[config.mk]
export PLATFORM = sky130hd
export DESIGN_NAME = keypad_debounce_scan_flat
export DESIGN_NICKNAME = d
export VERILOG_FILES = /design/src/rtl/ttt_pkg.sv /design/src/rtl/keypad_debounce_scan_if.sv /design/src/rtl/keypad_col_scan.sv /design/src/rtl/keypad_debounce_scan.sv /design/src/flat_wrapper.sv
export SDC_FILE = /design/constraint.sdc
export NUM_CORES = 1
export LEC_CHECK = 0
export BUFFER_PORTS_ARGS = -buffer_cell sky130_fd_sc_hd__buf_2
export CORE_ASPECT_RATIO = 0.7
export CORE_UTILIZATION = 26
export CTS_CLUSTER_SIZE = 40
export DETAILED_ROUTE_END_ITERATION = 7
export GPL_TIMING_DRIVEN = 0
export PLACE_DENSITY = 0.52
export REMOVE_ABC_BUFFERS = 1
export SKIP_LAST_GASP = 1
export SLEW_MARGIN = 20
export SYNTH_ARGS = -nofsm -noshare
export SYNTH_HDL_FRONTEND = slang
export SYNTH_HIERARCHICAL = 1
export SYNTH_SLANG_ARGS = --single-unit
[constraint.sdc]
create_clock -name clk -period 7.1 [get_ports clk]
set_input_delay 0.355 -clock clk [delete_from_list [all_inputs] [get_ports clk]]
set_output_delay 0.355 -clock clk [all_outputs]
set_load 0.01 [all_outputs]
[src/rtl/ttt_pkg.sv]
// Shared tic-tac-toe definitions: key image geometry, key-index constants
// and the keypad column-scan state encoding.
package ttt_pkg;

  localparam int KEY_W      = 12;
  localparam int KEY_CODE_W = 4;
  localparam int ROW_W      = 4;
  localparam int COL_W      = 3;

  // Key index k = row*3 + col; key_code reports k+1.
  localparam int KEY_1    = 0;
  localparam int KEY_2    = 1;
  localparam int KEY_3    = 2;
  localparam int KEY_4    = 3;
  localparam int KEY_5    = 4;
  localparam int KEY_6    = 5;
  localparam int KEY_7    = 6;
  localparam int KEY_8    = 7;
  localparam int KEY_9    = 8;
  localparam int KEY_STAR = 9;
  localparam int KEY_0    = 10;
  localparam int KEY_HASH = 11;

  localparam logic [KEY_CODE_W-1:0] KEY_NONE = '0;

  typedef enum logic [1:0] {
    COL0 = 2'd0,
    COL1 = 2'd1,
    COL2 = 2'd2
  } col_state_e;

endpackage

[src/rtl/keypad_debounce_scan_if.sv]
// Keypad matrix lines plus the debounced key image handed to the game controller.
interface keypad_debounce_scan_if;
  import ttt_pkg::*;

  logic [ROW_W-1:0]      key_row;
  logic [COL_W-1:0]      key_col;
  logic [KEY_W-1:0]      key_data;
  logic                  key_press;
  logic [KEY_CODE_W-1:0] key_code;

  modport master (
    input  key_row,
    output key_col,
    output key_data,
    output key_press,
    output key_code
  );

  modport slave (
    output key_row,
    input  key_col,
    input  key_data,
    input  key_press,
    input  key_code
  );

endinterface

[src/rtl/keypad_col_scan.sv]
// Column scanner: one-hot column drive, SCAN_DIV-cycle dwell per column,
// 2-flop row synchronizer and per-column sample / frame-end strobes.
module keypad_col_scan
  import ttt_pkg::*;
#(
  parameter int SCAN_DIV = 50000
) (
  input  logic             clk,
  input  logic             rst,
  input  logic [ROW_W-1:0] key_row,
  output logic [COL_W-1:0] key_col,
  output logic [ROW_W-1:0] row_sync,
  output logic             sample,
  output logic             frame_end
);

  localparam int              CNT_W    = (SCAN_DIV > 1) ? $clog2(SCAN_DIV) : 1;
  localparam logic [CNT_W-1:0] CNT_LAST = CNT_W'(SCAN_DIV - 1);

  logic [CNT_W-1:0] div_cnt;
  logic             dwell_last;
  col_state_e       state;
  col_state_e       state_nxt;
  logic [ROW_W-1:0] row_p0;
  logic [ROW_W-1:0] row_p1;

  assign dwell_last = (div_cnt == CNT_LAST);

  always_ff @(posedge clk or negedge rst) begin
    if (!rst) begin
      div_cnt <= '0;
    end else if (dwell_last) begin
      div_cnt <= '0;
    end else begin
      div_cnt <= div_cnt + CNT_W'(1);
    end
  end

  always_ff @(posedge clk or negedge rst) begin
    if (!rst) begin
      state <= COL0;
    end else begin
      state <= state_nxt;
    end
  end

  always_comb begin
    state_nxt = state;
    key_col   = 3'b001;
    case (state)
      COL0: begin
        key_col = 3'b001;
        if (dwell_last) state_nxt = COL1;
      end
      COL1: begin
        key_col = 3'b010;
        if (dwell_last) state_nxt = COL2;
      end
      COL2: begin
        key_col = 3'b100;
        if (dwell_last) state_nxt = COL0;
      end
      default: begin
        key_col   = 3'b001;
        state_nxt = COL0;
      end
    endcase
  end

  // Synchronizer stages p0 -> p1; rows are only consumed from p1.
  always_ff @(posedge clk or negedge rst) begin
    if (!rst) begin
      row_p0 <= '0;
      row_p1 <= '0;
    end else begin
      row_p0 <= key_row;
      row_p1 <= row_p0;
    end
  end

  assign row_sync  = row_p1;
  assign sample    = dwell_last;
  assign frame_end = dwell_last && (state == COL2);

endmodule

[src/rtl/keypad_debounce_scan.sv]
// Keypad front end: scans the 3x4 matrix, debounces whole-frame snapshots and
// emits a one-cycle press event with the key code for each new single-key press.
module keypad_debounce_scan
  import ttt_pkg::*;
#(
  parameter int SCAN_DIV        = 50000,
  parameter int DEBOUNCE_FRAMES = 4
) (
  input  logic                          clk,
  input  logic                          rst,
  keypad_debounce_scan_if.master        kp
);

  localparam int               STB_W   = 4;
  localparam logic [STB_W-1:0] STB_MAX = STB_W'(DEBOUNCE_FRAMES);
  localparam logic [STB_W-1:0] STB_ARM = STB_W'(DEBOUNCE_FRAMES - 2);

  logic [COL_W-1:0]      col_drive;
  logic [ROW_W-1:0]      row_sync;
  logic                  sample;
  logic                  frame_end;

  logic [KEY_W-1:0]      frame_acc;
  logic [KEY_W-1:0]      snap;
  logic [KEY_W-1:0]      prev_snap;
  logic [STB_W-1:0]      stable_cnt;
  logic [STB_W-1:0]      stable_nxt;
  logic                  same;
  logic                  load;
  logic [3:0]            snap_bits;
  logic [KEY_W-1:0]      load_val;
  logic                  press_nxt;

  logic [KEY_W-1:0]      key_data_q;
  logic                  key_press_q;
  logic [KEY_CODE_W-1:0] key_code_q;

  function automatic logic [3:0] popcount(input logic [KEY_W-1:0] v);
    logic [3:0] n;
    n = '0;
    for (int i = 0; i < KEY_W; i++) begin
      n = n + {3'b000, v[i]};
    end
    return n;
  endfunction

  function automatic logic [KEY_CODE_W-1:0] key_code_of(input logic [KEY_W-1:0] v);
    logic [KEY_CODE_W-1:0] c;
    c = KEY_NONE;
    for (int i = 0; i < KEY_W; i++) begin
      if (v[i]) c = KEY_CODE_W'(i + 1);
    end
    return c;
  endfunction

  keypad_col_scan #(
    .SCAN_DIV (SCAN_DIV)
  ) u_scan (
    .clk       (clk),
    .rst       (rst),
    .key_row   (kp.key_row),
    .key_col   (col_drive),
    .row_sync  (row_sync),
    .sample    (sample),
    .frame_end (frame_end)
  );

  // Overlay the column being sampled now onto the bits captured earlier in the frame.
  always_comb begin
    snap = frame_acc;
    for (int r = 0; r < ROW_W; r++) begin
      for (int c = 0; c < COL_W; c++) begin
        if (col_drive[c]) snap[r*COL_W + c] = row_sync[r];
      end
    end
  end

  assign same = (snap == prev_snap);

  always_comb begin
    stable_nxt = stable_cnt;
    if (!same) begin
      stable_nxt = '0;
    end else if (stable_cnt != STB_MAX) begin
      stable_nxt = stable_cnt + STB_W'(1);
    end
  end

  // Fires only on the increment into DEBOUNCE_FRAMES-1, so a saturated run never reloads.
  assign load      = frame_end && same && (stable_cnt == STB_ARM);
  assign snap_bits = popcount(snap);
  assign load_val  = (snap_bits > 4'd1) ? '0 : snap;
  assign press_nxt = load && (key_data_q == '0) && (snap_bits == 4'd1);

  always_ff @(posedge clk or negedge rst) begin
    if (!rst) begin
      frame_acc  <= '0;
      prev_snap  <= '0;
      stable_cnt <= '0;
    end else begin
      if (sample) frame_acc <= snap;
      if (frame_end) begin
        stable_cnt <= stable_nxt;
        if (!same) prev_snap <= snap;
      end
    end
  end

  always_ff @(posedge clk or negedge rst) begin
    if (!rst) begin
      key_data_q  <= '0;
      key_press_q <= 1'b0;
      key_code_q  <= KEY_NONE;
    end else begin
      key_press_q <= press_nxt;
      if (load)      key_data_q <= load_val;
      if (press_nxt) key_code_q <= key_code_of(snap);
    end
  end

  assign kp.key_col   = col_drive;
  assign kp.key_data  = key_data_q;
  assign kp.key_press = key_press_q;
  assign kp.key_code  = key_code_q;

endmodule

[src/flat_wrapper.sv]
// flat-port wrapper written by rule: the top's interface ports become plain ports
module keypad_debounce_scan_flat import ttt_pkg::*;
#(
  parameter int SCAN_DIV        = 50000,
  parameter int DEBOUNCE_FRAMES = 4
)
  (clk, rst, kp_key_row, kp_key_col, kp_key_data, kp_key_press, kp_key_code);
  keypad_debounce_scan_if kp_i ();
  input  logic clk;
  input  logic rst;
  input wire logic [$bits(kp_i.key_row)-1:0] kp_key_row;
  output wire logic [$bits(kp_i.key_col)-1:0] kp_key_col;
  output wire logic [$bits(kp_i.key_data)-1:0] kp_key_data;
  output wire logic [$bits(kp_i.key_press)-1:0] kp_key_press;
  output wire logic [$bits(kp_i.key_code)-1:0] kp_key_code;
  assign kp_i.key_row = kp_key_row;
  assign kp_key_col = kp_i.key_col;
  assign kp_key_data = kp_i.key_data;
  assign kp_key_press = kp_i.key_press;
  assign kp_key_code = kp_i.key_code;
  keypad_debounce_scan #(.SCAN_DIV(SCAN_DIV), .DEBOUNCE_FRAMES(DEBOUNCE_FRAMES)) u_core (.clk(clk), .rst(rst), .kp(kp_i));
endmodule
==> After elaboration in Yosys (flattened, before gate mapping) <==
Cells that the tools add are included.
{ "word_totals": {"regBits": 71, "latchBits": 0, "ram_bits": 0, "rom_bits": 0, "output_inout_bits": 20, "n_memories": 0} }
{ "op_classes": {"n_addsub": 13, "mul": 0, "div_mod_pow": 0, "n_lt_le_gt_ge": 1, "n_eq_ne": 11, "shift": 0, "n_mux": 33, "bitwise": 1, "n_reduce_logical": 10} }
{ "ops": {"columns": ["cell", "count"], "rows": [
  ["$add A4 B1 Y4", 10],
  ["$mux W4", 7],
  ["$add A16 B1 Y16 const B", 1],
  ["$eq A16 B16 Y1 const B", 1],
  ["$mux W16", 1],
  ["$mux W1", 13],
  ["$eq A12 B12 Y1", 1],
  ["$logic_not A12 Y1", 1],
  ["$mux W12", 1],
  ["$mux W3", 4],
  ["$mux W2", 5],
  ["$ne A2 B2 Y1 const B", 4],
  ["$pmux W2 S3", 1],
  ["$pmux W3 S2", 1],
  ["$logic_and A1 B1 Y1", 5],
  ["$add A4 B1 Y4 const B", 1],
  ["$eq A4 B1 Y1 const B", 1],
  ["$eq A4 B2 Y1 const B", 1],
  ["$gt A4 B1 Y1 const B", 1],
  ["$ne A4 B3 Y1 const B", 1],
  ["$reduce_and A2 Y1", 2],
  ["$reduce_and A3 Y1", 1],
  ["$add A1 B1 Y2", 1],
  ["$eq A2 B1 Y1 const B", 1],
  ["3 further kinds", 3]
]} }

==> Logic depth before layout (Yosys ltp) <==
Gate-level depths: netlist of run 1.
{ "logic_depth": {"depth_word": 16, "ltp_mapped": 19} }

==> Hierarchy <==
Netlist of run 1, hierarchy kept.
{ "modules_own_cells": {"columns": ["module", "n_inst", "cells_per_inst", "area_per_inst_um2"], "rows": [
  ["keypad_debounce_scan", 1, 229, 2638.8],
  ["keypad_col_scan", 1, 96, 1137.3]
]} }

==> Worst setup path after synthesis of run 1 <==
Ideal clock, no wire load.
{ "synth_path": {"path_kind": "register -> register", "start": "register u_core.u_scan.state[0]", "end": "register u_core.key_data_q[2], in the netlist u_core/kp.key_data[2]", "arrival_time_ns": 4.926, "required_ns": 6.957, "path_slack_ns": 2.032, "stages_incl_launch_ff": 19, "path_cell_list": "dfrtp_1 -> inv_1 -> ha_1 -> inv_1 -> buf_6 -> mux2i_2 -> inv_1 -> fa_1 -> inv_1 -> fa_1 -> fa_1 -> fa_1 -> inv_1 -> ha_1 -> fa_1 -> and3_1 -> o21ai_1 -> clkbuf_1 -> o31ai_1"} }
{ "synth_lines": {"columns": ["item", "line_no", "source"], "rows": [
  ["start, declared", "keypad_col_scan.sv:22", "col_state_e state;"],
  ["start signal, assigned", "keypad_col_scan.sv:43", "state <= state_nxt;"],
  ["$eq A2 B2 Y1 / $eq A2 B1 Y1 (equally long branches)", "keypad_col_scan.sv:50", "case (state)"],
  ["$pmux W3 S2 *", "keypad_col_scan.sv:50", null],
  ["named net kp_key_col[0]", "flat_wrapper.sv:12", "output wire logic [$bits(kp_i.key_col)-1:0] kp_key_col;"],
  ["$mux W1 *", "keypad_debounce_scan.sv:73", "if (col_drive[c]) snap[r*COL_W + c] = row_sync[r];"],
  ["named net u_core.snap[9]", "keypad_debounce_scan.sv:24", "logic [KEY_W-1:0] snap;"],
  ["$add A4 B1 Y4 (3 in a row)", "keypad_debounce_scan.sv:42", "n = n + {3'b000, v[i]};"],
  ["$gt A4 B1 Y1", "keypad_debounce_scan.sv:92", "assign load_val = (snap_bits > 4'd1) ? '0 : snap;"],
  ["$mux W12", "keypad_debounce_scan.sv:92", null],
  ["end signal, assigned", "keypad_debounce_scan.sv:116", "if (load) key_data_q <= load_val;"],
  ["end, declared", "keypad_debounce_scan.sv:34", "logic [KEY_W-1:0] key_data_q;"]
]} }
Mark *: on every way through the listed nets, which the timed path passes. The rest lies on a longest branch.
A chain may end at the register's enable or synchronous reset.

==> Worst setup path after layout of run 1 <==
{ "layout_path": {"start": "register u_core.u_scan.state[0]", "end": "register u_core.key_code_q[1], in the netlist u_core/kp.key_code[1]"} }
{ "layout_lines": {"columns": ["item", "line_no", "source"], "rows": [
  ["$eq A2 B2 Y1 / $eq A2 B1 Y1 (equally long branches)", "keypad_col_scan.sv:50", null],
  ["$pmux W3 S2 *", "keypad_col_scan.sv:50", null],
  ["$mux W1 *", "keypad_debounce_scan.sv:73", null],
  ["named net u_core.snap[9]", "keypad_debounce_scan.sv:24", null],
  ["$add A4 B1 Y4 / $eq A12 B12 Y1 (equally long branches)", "keypad_debounce_scan.sv:42, keypad_debounce_scan.sv:78", null],
  ["$add A4 B1 Y4 / $logic_and A1 B1 Y1 (equally long branches) (2 in a row)", "keypad_debounce_scan.sv:42, keypad_debounce_scan.sv:90", null],
  ["$eq A4 B1 Y1 / $logic_and A1 B1 Y1 (equally long branches)", "keypad_debounce_scan.sv:93", "assign press_nxt = load && (key_data_q == '0) && (snap_bits == 4'd1);"],
  ["$logic_and A1 B1 Y1", "keypad_debounce_scan.sv:93", null],
  ["end signal, assigned", "keypad_debounce_scan.sv:117", "if (press_nxt) key_code_q <= key_code_of(snap);"],
  ["end, declared", "keypad_debounce_scan.sv:36", "logic [KEY_CODE_W-1:0] key_code_q;"]
]} }
Marks and branches as above.

==> impl_results.md, run 1 <==
- Gr ovfl total: 0
- Largest net degree at the start of global routing: 54
- Fin. max-slew vios: 0
- Number of synthesized flops with an enable pin: 0
- Worst Slack Setup Final: 0.841 ns
- Tot Pwr: 0.000906 W
- Initial core utilization: 26.9%
- Layout cells sized above 1: 23.0%
- First-pass GRT wire length: 13,100 µm
- Origin of the critical flop-to-flop path: u_core/u_scan/state[0]
- # nets final: 377
- Slew @ Worst Pin: 0.753 ns
- Rows: 36
- Worst Hold Path EP: u_core/u_scan/row_p0[2]
- CTS root buf: clkbuf_16
- Total CTS buffers: 9
- Via density: 4.39
- WP buf/inv: 5
- Avg Inst Size Synth: 11.6 µm²
- TNS Setup: 0 ns
- Total number of vias: 2,399
- DR WL/cell: 14.6 µm
- Crit end category: flop
- CTS tree: yes
- Synth async-reset ratio: 100%
- Min-Delay Path Class: in2reg
- FF-to-FF path depth: 18
- Leak Pwr: 2.01 nW
- Relative slew margins: 49.1%
- CP required: 7.32 ns
- Register area share after synthesis: 47.1%
- RSZ-0062 raised after global routing: no
- Clock buffer depth: 2
- Area grow syn2layout: 16.3%
- Slowest-stage cell, CP: mux2i_2
- Worst-path cell chain: inv_1, ha_1, inv_1, mux2i_2, inv_1, fa_1, inv_1, fa_1, fa_1, fa_1, inv_1, ha_1, fa_1, and3_1, o21ai_2, nor2_1, nand4b_4, mux2_1
- Max-cap violations: 0
- Pwr Density: 206 nW/µm²
- Routed wl met3: 509 µm
- Max stage delay on crit path: 0.60 ns
- CP arrival: 6.48 ns
- Startpoint types: flop
- Post-route DRC: 0
- Die Y: 103 µm
- N_diodes: 0
- DR iter-0 viols: 167
- Post-DRT Antenna Nets: 0
- Setup slack, reg-to-reg: 0.84 ns
- I/O pins: 26
- Final Wtd Congestion: 0.806
- Metal2 WL: 3030 µm
- Tmin final: 6.26 ns
- Worst Hold Depth: 1
- CP max FO: 13
- Skew final: 0.00575 ns
- DP Worst Slack: 0.810 ns
- Post-synth top flop: dfrtp_1
- Number of global-route vias before repair: 2,342
- Initial antenna violation count: 0
- Outcome: complete, no violations
- Core ar.: 14,100 µm²
- Final setup viols: 0
- H-tree depth: 3
- Tot GR Track Use: 11.7%
- Commonest non-fill, non-tap cell in the layout: dfrtp_1
- Most frequent cells in the layout: dfrtp_1, nor2_1, inv_1, buf_2
- Setup CP Type: reg2reg
- HPWL after DPL: 5690 µm
- Clk Latency, worst-skew pair: 0.34 ns
- Synth Warn #: 6
- Fillers: 1,462
- Clk sinks: 71
- Final WL: 7950 µm
- Worst vdd ir: 121 µV
- Syn Std Cell Area: 3780 µm²
- Synthesis-stage register bit count: 71
- Fin crit share: 88.2%
- Top routing layer used: met4
- Final core occ: 31.2%
- Post-Route M1 WL: 4370 µm
- Syn Inst Count: 325
- Final hold vios: 0
- FMAX: 160 MHz
- Port bufs: 25
- Die ar.: 15,000 µm²
- Cell family with most CP delay: adder cells
- Hold Path Origin: kp_key_row[2]
- R2r endpoint: u_core/kp.key_code[1]
- Netlist cell types: 55
- Die width: 146 µm
- Drt pass-1 iters: 4
- Cts repair resizes: 0
- Worst-path clk slew: 0.07 ns
registers in the layout (all words and copies together), names as in the netlist:
name	count
u_core/frame_acc	12
u_core/kp.key_code	4
u_core/kp.key_data	12
u_core/kp.key_press	1
u_core/prev_snap	12
u_core/stable_cnt	4
u_core/u_scan/div_cnt	16
u_core/u_scan/row_p0	4
u_core/u_scan/row_sync	4
u_core/u_scan/state	2
logic make-up after synthesis:
group / count (synthesis) / share of synthesized area, %
buffers and inverters: 39 / 5.00
DFF: 71 / 47.1
xor gates and xnor gates: 25 / 5.80
and+or+nand+nor: 95 / 14.5
adders and majority gates: 20 / 8.02
muxes: 26 / 10.2
AOI/OAI and AO/OA: 49 / 9.38
timing repair:
item	in CTS	in global routing
endpoints found under the hold margin	18	0
hold buffers	1	0
setup buffers	0	0
setup endpoints to repair	0	0
worst max path at each step:
| stage | to | from | slack [ns] | depth (start not counted) |
|---|---|---|---|---|
| 2_1_floorplan | u_core/kp.key_code[0] | u_core/u_scan/state[0] | 1.31 | 18 |
| 6_report | u_core/kp.key_code[1] | u_core/u_scan/state[0] | 0.84 | 18 |
| 3_5_place_dp | u_core/kp.key_code[1] | u_core/u_scan/state[0] | 0.81 | 18 |
| 4_1_cts | u_core/kp.key_code[1] | u_core/u_scan/state[0] | 0.79 | 18 |
| 3_3_place_gp | u_core/kp.key_code[3] | u_core/u_scan/state[0] | 0.46 | 18 |
| 5_1_grt | u_core/kp.key_code[1] | u_core/u_scan/state[0] | 0.50 | 18 |
power by group:
part / leakage [nW] / internal, W / switching, W
Clock: 0.147 / 0.000249 / 0.000198
Sequential: 0.959 / 0.000407 / 0.00000243
Combinational: 0.908 / 0.0000160 / 0.0000345
synth_stat cells, types with 2 or more instances:
cell type,number,area [µm²]
o22a_1,2,17.5
nor3_2,2,20.0
and3_1,3,18.8
nand4_1,4,25.0
o31ai_1,4,30.0
and2b_1,2,15.0
clkbuf_1,5,18.8
mux2i_2,4,55.1
a31oi_1,2,12.5
nor4b_1,3,26.3
nor2_1,33,124
inv_2,2,7.51
and2_1,3,18.8
xor2_1,7,61.3
o31ai_2,8,100
nand3_1,6,30.0
o21ai_1,2,10.0
xnor2_1,18,158
mux2i_4,6,135
mux2i_1,6,60.1
dfrtp_1,71,1780
nor4_2,2,25.0
buf_6,5,56.3
inv_1,25,93.8
ha_1,13,163
o21ai_0,2,10.0
o211ai_1,2,15.0
mux2_4,6,90.1
fa_1,7,140
nand2_1,20,75.1
a21oi_1,20,100
mux2_1,4,45.0
and4_1,2,17.5
nor4_1,3,18.8
routing by layer:
layer  vias to the layer above  GRT usage (%)
li1                       1170              -
met1                      1162           18.2
met2                        63           15.2
met3                         4           3.54
met4                         0           2.88
met5                         -              0
layout make-up:
class	instances	area, µm²	share of cell area (%)
multi-input combinational	215	1820	41.4
tap	190	238	5.41
clock inverter	7	68.8	1.57
timing repair buffer	27	165	3.76
clock buffer	9	225	5.13
inverter	27	101	2.31
sequential	71	1780	40.5
per-stage QoR:
stage               hold slack (ns)  area (µm²)  cells
floorplan                    0.0594        3690    313
global placement              0.333        4050    528
detailed placement            0.248        4090    529
CTS                           0.109        4390    546
global route                  0.105        4390    546
finish                        0.120        4390    546
Power figures use the tool's default switching activity.
==> run 2, diff against run 1 <==
- CORE_MARGIN: not set -> 3
- SLEW_MARGIN: 20 -> 40
==> run 2 against run 1 <==
Count of clock-buffer cells in the layout increased by 1. Critical path depth unchanged. Final cell count unchanged. Worst hold slack improved by 0.012 ns. Core utilization decreased by 0.11 points. Sequential power about the same. Register-to-register slack got worse by 0.11 ns. Clock skew increased by 0.0011 ns. Total power decreased by 3.8%. Flip-flop and latch count unchanged. Clock power decreased by 8.1%. Critical path type unchanged. Largest power group unchanged.
==> impl_results.md, run 2 (same netlist as run 1, synthesis figures left out) <==
- Outcome: complete, no violations
- FF-to-FF path depth: 18 (unchanged)
- Via density: 4.45 (+1.2%)
- Max stage delay on crit path: 0.70 ns (+0.10 ns)
- Worst Hold Path EP: u_core/u_scan/row_p0[3]
- Total number of vias: 2,427 (+1.2%)
- Final core occ: 31.1% (-0.11 points)
- Cts repair resizes: 0 (unchanged)
- CP max FO: 13 (unchanged)
- Most frequent cells in the layout: dfrtp_1, nor2_1, inv_1, buf_2
- R2r endpoint: u_core/kp.key_code[3]
- First-pass GRT wire length: 13,300 µm (+2.1%)
- Gr ovfl total: 0 (unchanged)
- Relative slew margins: 49.7% (+0.61 points)
- Final setup viols: 0 (unchanged)
- Worst-path cell chain: inv_1, ha_1, inv_1, mux2i_2, inv_1, fa_1, inv_1, fa_1, fa_1, fa_1, inv_1, ha_1, fa_1, and3_1, o21ai_2, nor2_1, nand4b_4, mux2_1
- Skew final: 0.00688 ns (+0.00114 ns)
- Worst Hold Depth: 1 (unchanged)
- Worst Slack Setup Final: 0.734 ns (-0.106 ns)
- Area grow syn2layout: 15.9%
- Drt pass-1 iters: 4 (unchanged)
- Rows: 36 (unchanged)
- Min-Delay Path Class: in2reg
- RSZ-0062 raised after global routing: no
- Startpoint types: flop
- Setup bufs post-CTS: 0 (unchanged)
- Leak Pwr: 2.00 nW (-0.84%)
- Setup CP Type: reg2reg
- DR WL/cell: 14.4 µm (-0.78%)
- Fillers: 1,449 (-0.89%)
- Slowest-stage cell, CP: mux2i_2
- Tot GR Track Use: 10.9% (-0.76 points)
- Final WL: 7890 µm (-0.78%)
- Post-DRT Antenna Nets: 0 (unchanged)
- Commonest non-fill, non-tap cell in the layout: dfrtp_1
- Post-CTS Hold Buffers: 1 (unchanged)
- CP arrival: 6.57 ns (+0.09 ns)
- Origin of the critical flop-to-flop path: u_core/u_scan/state[1]
- Clock buffer depth: 2 (unchanged)
- I/O pins: 26 (unchanged)
- Fin. max-slew vios: 0 (unchanged)
- Final hold vios: 0 (unchanged)
- # nets final: 377 (unchanged)
- CP required: 7.31 ns (about the same)
- Worst-path clk slew: 0.06 ns (about the same)
- Fin crit share: 89.7% (+1.5 points)
- Critical path depth in cells: 18 (unchanged)
- Initial antenna violation count: 0 (unchanged)
- Clk sinks: 71 (unchanged)
- Setup slack, reg-to-reg: 0.73 ns (-0.11 ns)
- TNS Setup: 0 ns (unchanged)
- Number of global-route vias before repair: 2,437 (+4.1%)
- H-tree depth: 3 (unchanged)
- Crit end category: flop
- FMAX: 157 MHz (-1.7%)
- Post-route DRC: 0 (unchanged)
- Cell family with most CP delay: adder cells
- WP buf/inv: 5 (unchanged)
- Worst vdd ir: 137 µV (+13%)
- DR iter-0 viols: 102 (-39%)
- N_diodes: 0 (unchanged)
- Port bufs: 25 (unchanged)
- Clk Latency, worst-skew pair: 0.33 ns (about the same)
- Die ar.: 16,000 µm² (+6.7%)
- Largest register FFs: 16 (unchanged)
- Die width: 150 µm (+2.7%)
- Total CTS buffers: 9 (unchanged)
- HPWL after DPL: 5810 µm (+2.1%)
- Max-cap violations: 0 (unchanged)
- Initial core utilization: 26.9% (unchanged)
- Largest net degree at the start of global routing: 60 (+11%)
- Slew @ Worst Pin: 0.754 ns (+0.00101 ns)
- Final Wtd Congestion: 0.760 (-5.7%)
- Die Y: 107 µm (+3.9%)
- Hold Path Origin: kp_key_row[3]
- Core ar.: 14,100 µm² (unchanged)
- Pwr Density: 199 nW/µm² (-3.5%)
- CTS tree: yes
- Largest Register: u_core/u_scan/div_cnt
- Layout cells sized above 1: 22.8% (-0.28 points)
- CTS root buf: clkbuf_16
- Tmin final: 6.37 ns (+0.106 ns)
- DP Worst Slack: 0.768 ns (-0.0418 ns)
- WHS: 0.133 ns (+0.0123 ns)
run 2: cell count changes in the layout (fill, tap and decap cells not counted), sizes merged:
cell / previous run / this run
clkbuf: 9 / 10
clkinvlp: 0 / 2
inv: 34 / 28
clkinv: 0 / 3
run 2: metrics by stage:
step	area (µm²)	total power [W]	instances
2_1_floorplan	3690	0.000445	313
3_3_place_gp	4050	0.000464	528
3_5_place_dp	4090	0.000469	529
4_1_cts	4380	0.000889	546
5_1_grt	4380	0.000917	546
6_report	4380	0.000872	546
run 2: metal layers:
layer  up-vias  wire length (µm)  global-route usage, %
li1       1183                 -                      -
met1      1194              4460                   17.7
met2        46              3020                   13.4
met3         4               350                   2.96
met4         0                58                   3.52
met5         -                 0                      0
run 2: report_power, final:
part / total (W) / switching [W] / internal [W]
combinational: 0.0000517 / 0.0000352 / 0.0000164
sequential: 0.000409 / 0.00000235 / 0.000407
clock: 0.000411 / 0.000173 / 0.000238
total: 0.000872 / 0.000211 / 0.000661
run 2: how the worst max path moves through the flow:
stage	start	slack (ns)	end
floorplan	u_core/u_scan/state[0]	1.31	u_core/kp.key_code[0]
global placement	u_core/u_scan/state[1]	0.46	u_core/kp.key_code[0]
detailed placement	u_core/u_scan/state[0]	0.77	u_core/kp.key_code[2]
CTS	u_core/u_scan/state[1]	0.75	u_core/kp.key_code[2]
global route	u_core/u_scan/state[1]	0.51	u_core/kp.key_code[3]
finish	u_core/u_scan/state[1]	0.73	u_core/kp.key_code[3]
run 2: layout make-up:
class	instances	area, µm²	area share [%]
clock buffer	10	229	5.23
clock inverter	6	46.3	1.06
inverter	27	101	2.32
multi-input combinational	215	1820	41.5
sequential	71	1780	40.6
tap	190	238	5.43
timing repair buffer	27	169	3.86
==> run 3, diff against run 2 <==
- ABC_AREA: not set -> 1
- ABC_CLOCK_PERIOD_IN_PS: not set -> 7100
- CORE_UTILIZATION: 26 -> 40
- PLACE_DENSITY: 0.52 -> 0.67
==> run 3 against run 2 <==
Core utilization is 17 points higher. Area after synthesis grew 13%. Critical path depth is 4 higher. Wire length increased by 15%. Die area decreased by 25%. Via count is 40% higher. Clock skew is 0.0014 ns higher. Critical path type unchanged. Critical endpoint is now u_core/kp.key_code[0]. Largest power group unchanged. Highest routed layer unchanged.
==> impl_results.md, run 3 <==
- Relative slew margins: 52.8% (+3.1 points)
- Most Frequent Cell on Critical Path: fa_1
- Post-route DRC: 0 (unchanged)
- Cts repair resizes: 0 (unchanged)
- TNS Setup: 0 ns (unchanged)
- Final WL: 9100 µm (+15%)
- Slew @ Worst Pin: 0.707 ns (-0.0471 ns)
- Rows: 30 (-17%)
- Worst Hold Path EP: u_core/u_scan/row_p0[2]
- Largest cells by area after synthesis: dfrtp_1, nand2_1, inv_1
- Total CTS buffers: 9 (unchanged)
- Post-DRT Antenna Nets: 0 (unchanged)
- Top-count cell post-synth: nand2_1
- Register area share after synthesis: 41.6% (-5.5 points)
- CP required: 7.37 ns (+0.06 ns)
- Worst Hold Depth: 1 (unchanged)
- Max-cap violations: 0 (unchanged)
- Largest net degree at the start of global routing: 47 (-22%)
- Gr ovfl total: 0 (unchanged)
- Cell accounting for the most synthesized area: dfrtp_1
- Final Wtd Congestion: 0.855 (+12%)
- Synth Warn #: 6 (unchanged)
- Pwr Density: 199 nW/µm² (-0.16%)
- DR iter-0 viols: 300 (+190%)
- Synth cell count leaders: nand2_1, inv_1, dfrtp_1
- Commonest non-fill, non-tap cell in the layout: nand2_1
- CP arrival: 5.75 ns (-0.82 ns)
- Tmin final: 5.47 ns (-0.891 ns)
- Syn Std Cell Area: 4270 µm² (+13%)
- Most frequent cells in the layout: nand2_1, inv_1, dfrtp_1, nor2_1, nand3_1
- N_diodes: 0 (unchanged)
- FF-to-FF path depth: 22 (+4)
- Fin crit share: 77.1% (-13 points)
- Setup CP Type: reg2reg
- Drt pass-1 iters: 5 (+1)
- Netlist cell types: 35 (-36%)
- First-pass GRT wire length: 15,800 µm (+18%)
- Min-Delay Path Class: in2reg
- WHS: 0.120 ns (-0.0130 ns)
- Post-synth top flop: dfrtp_1
- Combinational fraction of design power: 5.6% (-0.3 points)
- Seq pwr share: 42.5% (-4.4 points)
- Max stage delay on crit path: 0.53 ns (-0.17 ns)
- Synth async-reset ratio: 100% (unchanged)
- Largest Register: u_core/u_scan/div_cnt
- Crit end category: flop
- CTS tree: yes
- Port bufs: 25 (unchanged)
- Outcome: complete, no violations
- Skew final: 0.00827 ns (+0.00139 ns)
- Final setup viols: 0 (unchanged)
- Total number of vias: 3,388 (+40%)
- Origin of the critical flop-to-flop path: u_core/u_scan/state[0]
- Final hold vios: 0 (unchanged)
- Core ar.: 10,100 µm² (-28%)
- P_sw: 0.000210 W (about the same)
- Worst vdd ir: 120 µV (-13%)
- RSZ-0062 raised after global routing: no
- Fin. max-slew vios: 0 (unchanged)
- FMAX: 183 MHz (+16%)
- Die width: 130 µm (-14%)
- Slowest-stage cell, CP: fa_1
- CTS root buf: clkbuf_16
- Number of synthesized flops with an enable pin: 0 (unchanged)
- Sw frac: 21.9% (-2.3 points)
- Largest register FFs: 16 (unchanged)
- Syn Inst Count: 537 (+65%)
- Worst-path clk slew: 0.06 ns (about the same)
- Yosys top cell area share: 41.6% (-5.5 points)
- HPWL after DPL: 6750 µm (+16%)
- Tot GR Track Use: 16.7% (+5.8 points)
- Synthesis-stage register bit count: 71 (unchanged)
- Avg Inst Size Synth: 7.96 µm² (-31%)
- Via density: 4.85 (+9.0%)
- Worst-path cell chain: inv_1, ha_1, inv_1, inv_2, nand2_1, nand2_1, inv_1, fa_1, fa_1, fa_1, fa_1, inv_1, ha_1, fa_1, nor2_1, o211ai_1, buf_4, nor2_1, nand3_2, nor2_2, nand2_1, nand2_1
- Leak Pwr: 2.48 nW (+24%)
- H-tree depth: 3 (unchanged)
- I/O pins: 26 (unchanged)
- Initial antenna violation count: 0 (unchanged)
- Layout cells sized above 1: 19.6% (-3.1 points)
- Startpoint types: flop
- # nets final: 592 (+57%)
- Clock power frac: 51.9% (+4.8 points)
- Internal power component: 0.000752 W (+14%)
- Setup slack, reg-to-reg: 1.63 ns (+0.89 ns)
- Clock buffer depth: 2 (unchanged)
- Hold Path Origin: kp_key_row[2]
- Initial core utilization: 42.5% (+16 points)
- Number of global-route vias before repair: 3,234 (+33%)
- Setup bufs post-CTS: 0 (unchanged)
- CP max FO: 8 (-5)
- Clk sinks: 71 (unchanged)
- Die Y: 92.5 µm (-13%)
- DR WL/cell: 13.0 µm (-9.9%)
- Area grow syn2layout: 13.1%
- Clk Latency, worst-skew pair: 0.34 ns (about the same)
- Die ar.: 12,000 µm² (-25%)
- R2r endpoint: u_core/kp.key_code[0]
## run 3: what timing repair did
item / CTS / global route
hold buffers: 1 / 0
endpoints found under the setup margin: 0 / 0
hold endpoints to repair: 25 / 0
## run 3: power by group through the flow
stage | Combinational [W] | Clock [W] | Sequential, W
finish | 0.0000542 | 0.000499 | 0.000408
CTS | 0.0000548 | 0.000512 | 0.000408
detailed placement | 0.0000534 | 0 | 0.000416
global placement | 0.0000479 | 0 | 0.000416
global route | 0.0000634 | 0.000533 | 0.000408
floorplan | 0.0000304 | 0 | 0.000415
## run 3: through the flow
stage	worst slack [ns]	total power [W]	utilization, %	std cells	area, µm²
after floorplan	2.28	0.000446	-	527	4170
after global placement	1.73	0.000464	44.3	680	4450
after detailed placement	1.65	0.000469	44.7	682	4490
after CTS	1.60	0.000975	48.1	699	4830
after global routing	1.15	0.00100	48.1	699	4830
final	1.63	0.000962	48.1	699	4830
## run 3: kinds of logic after synthesis
family          Yosys count  share of synthesized area, %
xor+xnor                  9                          1.84
buf+inv                 100                          10.8
compound gates           49                          7.26
fa+ha+maj                20                          7.08
flops                    71                          41.6
simple gates            288                          31.5
## run 3: worst max path at each step
stage / startpoint / endpoint / cells after the start
floorplan: u_core/u_scan/state[0] / u_core/kp.key_code[0] / 20
global placement: u_core/u_scan/state[0] / u_core/kp.key_code[0] / 20
detailed placement: u_core/u_scan/state[0] / u_core/kp.key_code[0] / 21
CTS: u_core/u_scan/state[0] / u_core/kp.key_code[0] / 21
global route: u_core/u_scan/state[0] / u_core/kp.key_code[2] / 20
finish: u_core/u_scan/state[0] / u_core/kp.key_code[0] / 22
## run 3: critical path, delay by kind of cell (launching register included)
kind	cells	cell delay (ns)
AOI/OAI and AO/OA	1	0.24
adders and majority gates	7	2.91
buffers and inverters	6	0.97
DFF	1	0.38
and+or+nand+nor	8	0.91
## run 3: routing by layer
layer / GRT usage (%) / part of all wire [%] / vias up
met2: 22.9 / 41 / 83
met3: 5.42 / 5.6 / 13
met5: 0 / 0 / -
met4: 4.50 / 1.2 / 0
li1: - / - / 1715
met1: 25.1 / 52 / 1577
## run 3: area by class of cell
class                   instances  area, µm²
fillers                       936       5230
clock buffers                  11        253
flip-flops and latches         71       1780
repair buffers                 28        176
multi-input cells             366       2040
inverters                      90        353
well taps                     128        160
clock inverters                 5       78.8
